`config.mk`:
```
export PLATFORM = sky130hd
export DESIGN_NAME = stream_demux_1to2_32
export DESIGN_NICKNAME = d
export VERILOG_FILES = /design/src/rtl/stream_demux_1to2_32.sv
export SDC_FILE = /design/constraint.sdc
export NUM_CORES = 1
export LEC_CHECK = 0
export ABC_AREA = 0
export CAP_MARGIN = 30
export CORE_MARGIN = 2
export CORE_UTILIZATION = 45
export DETAILED_ROUTE_END_ITERATION = 10
export PLACE_DENSITY = 0.78
export SETUP_SLACK_MARGIN = 0.02
export SLEW_MARGIN = 15
export SYNTH_ARGS = -nofsm -noshare
export SYNTH_HDL_FRONTEND = slang
export SYNTH_SLANG_ARGS = --single-unit
```
`constraint.sdc`:
```
create_clock -name clk -period 4.1 [get_ports clk]
set_clock_uncertainty 0.05 [all_clocks]
set_input_delay 0.82 -clock clk [delete_from_list [all_inputs] [get_ports clk]]
set_output_delay 0.82 -clock clk [all_outputs]
set_load 0.05 [all_outputs]
```
`src/rtl/stream_demux_1to2_32.sv`:
```
// 1-to-2 word-stream demultiplexer: each word is routed to out0 or out1 by in_sel.
// Each output has its own FIFO, so a stalled consumer never blocks the other one.
module stream_demux_1to2_32 #(
  parameter int unsigned WIDTH = 32,
  parameter int unsigned DEPTH = 2,
  parameter int unsigned CNTW  = 16
) (
  input  logic             clk,
  input  logic             reset,
  input  logic [WIDTH-1:0] in_data,
  input  logic             in_sel,
  input  logic             in_valid,
  output logic             in_ready,
  output logic [WIDTH-1:0] out0_data,
  output logic             out0_valid,
  input  logic             out0_ready,
  output logic [WIDTH-1:0] out1_data,
  output logic             out1_valid,
  input  logic             out1_ready,
  output logic [CNTW-1:0]  out0_count,
  output logic [CNTW-1:0]  out1_count
);

  localparam int unsigned AW = $clog2(DEPTH);
  localparam int unsigned OW = AW + 1;

  logic [1:0][DEPTH-1:0][WIDTH-1:0] mem_q, mem_d;
  logic [1:0][AW-1:0]               wptr_q, wptr_d;
  logic [1:0][AW-1:0]               rptr_q, rptr_d;
  logic [1:0][OW-1:0]               occ_q, occ_d;
  logic [1:0][CNTW-1:0]             cnt_q, cnt_d;
  logic [1:0]                       full, push, pop, out_ready;

  assign out_ready = {out1_ready, out0_ready};

  // Ready comes from registered occupancy only; a full FIFO refuses even while popping.
  always_comb begin
    mem_d    = mem_q;
    wptr_d   = wptr_q;
    rptr_d   = rptr_q;
    occ_d    = occ_q;
    cnt_d    = cnt_q;
    full     = '0;
    push     = '0;
    pop      = '0;
    in_ready = 1'b0;

    for (int n = 0; n < 2; n++) begin
      full[n] = (occ_q[n] == OW'(DEPTH));
    end
    in_ready = in_sel ? !full[1] : !full[0];

    for (int n = 0; n < 2; n++) begin
      push[n] = in_valid && in_ready && (in_sel == 1'(n));
      pop[n]  = (occ_q[n] != '0) && out_ready[n];
      if (push[n]) begin
        mem_d[n][wptr_q[n]] = in_data;
        wptr_d[n]           = wptr_q[n] + AW'(1);
        cnt_d[n]            = cnt_q[n] + CNTW'(1);
      end
      if (pop[n]) begin
        rptr_d[n] = rptr_q[n] + AW'(1);
      end
      case ({push[n], pop[n]})
        2'b10:   occ_d[n] = occ_q[n] + OW'(1);
        2'b01:   occ_d[n] = occ_q[n] - OW'(1);
        default: occ_d[n] = occ_q[n];
      endcase
    end
  end

  // Reset clears storage too, so outN_data reads 0 right after reset.
  always_ff @(posedge clk) begin
    if (reset) begin
      mem_q  <= '0;
      wptr_q <= '0;
      rptr_q <= '0;
      occ_q  <= '0;
      cnt_q  <= '0;
    end else begin
      mem_q  <= mem_d;
      wptr_q <= wptr_d;
      rptr_q <= rptr_d;
      occ_q  <= occ_d;
      cnt_q  <= cnt_d;
    end
  end

  assign out0_data  = mem_q[0][rptr_q[0]];
  assign out1_data  = mem_q[1][rptr_q[1]];
  assign out0_valid = (occ_q[0] != '0);
  assign out1_valid = (occ_q[1] != '0);
  assign out0_count = cnt_q[0];
  assign out1_count = cnt_q[1];

endmodule

```
==> out/metrics.yaml <==
clock_network:
  cts_buffer_depth: 2
  cts_inserted_buffers: 17
  clockRootBuffer: "clkbuf_16"
  cts_tree: "built"
  cts.sinks: 168
  cts_resized: 0
  clk_transition_reported_paths_ps: 60
  insertion_delay_ps: 420
  htree_levels: 4
  post_cts_buffers: 0
  ctsHoldBuffers: 0
critical_path:
  worstPathRequired_ps: 3230
  crit_fanout: 33
  worstPathArrival_ps: 2510
  criticalPathCategory: "flip-flop to primary output"
  worstSetupEndpoint: "out1_data[31]"
  reg2regPathDepth: 5
  crit_start: "rptr_q[1]"
  ff2ff_setup_slack_ps: 1850
  r2r-start: "occ_q[3]"
  rr_endpoint: "mem_q[79]"
  endpoint_kind: "primary output"
  startpoint_type: "flip-flop"
power_and_ir_drop:
  peakVddDrop_uv: 342
  cellPowerDensity_nw_per_um2: 491
  p_sw_share_pct: 32.2
  power_frac_seq_pct: 41.8
  p_clk_share_pct: 33.9
  power_mw: 4.45
  combinationalPowerShare_pct: 24.3
  p_switching_mw: 1.43
  leakage_nw: 3.16
  intPower_mw: 3.02
timing:
  drv_slew: 0
  rsz0062_at_grt: "no"
  fin_setup_tns_ps: 0
  worstMarginPinSlew_ps: 932
  finalSetupViolCount: 0
  fin_crit_sh_pct: 82.5
  max_freq_mhz: 296
  period_needed_ps: 3380
  hold_viol: 0
  slew-limit-headroom_pct: 37.9
synth:
  synth-edff-count: 0
  synth_nets: 900
  yosysWarnings: 0
  ys_top_cells_by_count: "270 x nand2_1, 168 x dfxtp_1, 151 x a21oi_1"
  syn_area_per_cell_um2: 8.17
  synth_area_leaders: "dfxtp_1 48%, nand2_1 14%, a21oi_1 11%"
  netlist.area_leader.share_pct: 48.0
  synth_area_um2: 7010
  ys_seq_area_share_pct: 48.0
  synthCells: 858
  yosysMostFrequentCell: "nand2_1"
  synthArstFlopShare_pct: 0
  synth-main-ff-cell: "dfxtp_1"
  synth_top_area_cell: "dfxtp_1"
  ys_ff_latch: 168
  ys_types: 32
routing:
  drt_wl_total_um: 17800
  drtPass1Iterations: 5
  post-route-drc-count: 0
  viasPerCell: 5.32
  ant_nets: 0
  drt_iter0_markers: 550
  post_drt_wl_per_cell_um: 15.2
  vias: 6199
floorplan:
  dieWidth_um: 129
  io_pins: 137
  num_rows: 45
  start_util_pct: 46.1
  die_h_um: 129
  fp.coreArea_um2: 15200
  die_area_um2: 16600
worst_hold_path:
  min-delay-start: "mem_q[1]"
  worstHoldPathType: "flip-flop to flip-flop"
final_layout:
  postLayoutCoreUtil_pct: 59.6
  area_delta_synth_final_pct: 29.3
  drive_gt1_share_pct: 12.5
  fin_cells: 1166
  nets: 1007
  diodes: 0
  final_area_um2: 9060
grt:
  first_global_vias: 5660
  grt_pass1_wl_um: 28500
  grt_usage_pct: 21.5
  antenna_found_initial: 0
  grt_max_degree: 84
  grt.overflow.total: 0
placement:
  dpl_cell_area_um2: 8500
  place_inst: 1134
  place.gp.congestion: 0.778
  portBuffers: 136
  dp_hpwl_um: 11300
run:
  cap_violations: 0
run_status:
  outcome: "completed"
-- worst min-delay path by stage --
stage | end | slack, ps | cells after the start
floorplan | mem_q[100] | 380 | 2
global placement | mem_q[100] | 390 | 2
detailed placement | mem_q[113] | 390 | 2
CTS | mem_q[113] | 400 | 2
global route | mem_q[109] | 420 | 2
finish | mem_q[1] | 400 | 2
-- kinds of logic after synthesis --
| kind of cell | count (synthesis) | share of synthesized area (%) |
|---|---|---|
| AO/OA/AOI/OAI | 169 | 12.5 |
| flip-flops | 168 | 48.0 |
| adder cells (fa/ha/maj) | 4 | 0.714 |
| AND/OR/NAND/NOR | 363 | 22.0 |
| buffers and inverters | 70 | 3.87 |
| XOR/XNOR | 16 | 2.00 |
| multiplexers | 68 | 10.9 |
-- layout make-up --
cell class | instances | area [µm²]
well taps | 188 | 235
inverters | 8 | 30.0
clock inverters | 11 | 98.8
flip-flops and latches | 168 | 3370
clock buffers | 21 | 460
repair buffers | 150 | 1480
fillers | 1355 | 6140
multi-input cells | 620 | 3400
-- through the flow --
step,worst slack (ps),hold WS (ps)
6_report,716,400
5_1_grt,633,418
4_1_cts,693,402
3_5_place_dp,857,393
3_3_place_gp,855,388
2_1_floorplan,1610,383
-- flip-flops by register name, summed over array words and instances, names as in the netlist --
signal / cells
out0_count: 16
occ_q: 4
rptr_q: 2
out1_count: 16
wptr_q: 2
mem_q: 128
-- worst max-delay path, stage by stage (launching register included) --
cell	delay, ps
dfxtp_2	940
mux2_2	440
clkdlybuf4s50_1	700
-- cell usage in the layout (no fill, tap or decap), drive strengths merged --
master,count
nand2b,3
o41ai,1
nor4b,1
clkbuf,21
xnor2,8
o31ai,10
dfxtp,168
nand4,7
buf,15
a21oi,151
and2,5
inv,9
clkinv,6
mux2,67
nand3,15
nor4,2
nand2,270
nand4b,1
bufinv,1
nor2,19
xor2,8
and4,1
clkinvlp,3
nor3,5
and3,4
a31o,1
or4,10
mux2i,1
o21ai,6
or2,3
or3,11
ha,4
clkdlybuf4s50,135
nor2b,6
-- metal layers --
metal | track usage (%) | share of wire (%) | up-vias
li1 | - | - | 3087
met1 | 28.7 | 46 | 2954
met2 | 35.5 | 49 | 145
met3 | 4.57 | 4.4 | 13
met4 | 5.31 | 0.59 | 0
met5 | 0 | 0 | -
-- power groups by stage --
stage          combinational (mW)  clock (mW)  sequential [mW]
2_1_floorplan               0.797           0             1.82
3_3_place_gp                 1.07           0             1.89
3_5_place_dp                 1.08           0             1.90
4_1_cts                      1.09        1.54             1.86
5_1_grt                      1.15        1.62             1.88
6_report                     1.08        1.51             1.86
(Power assumes the default switching activity.)
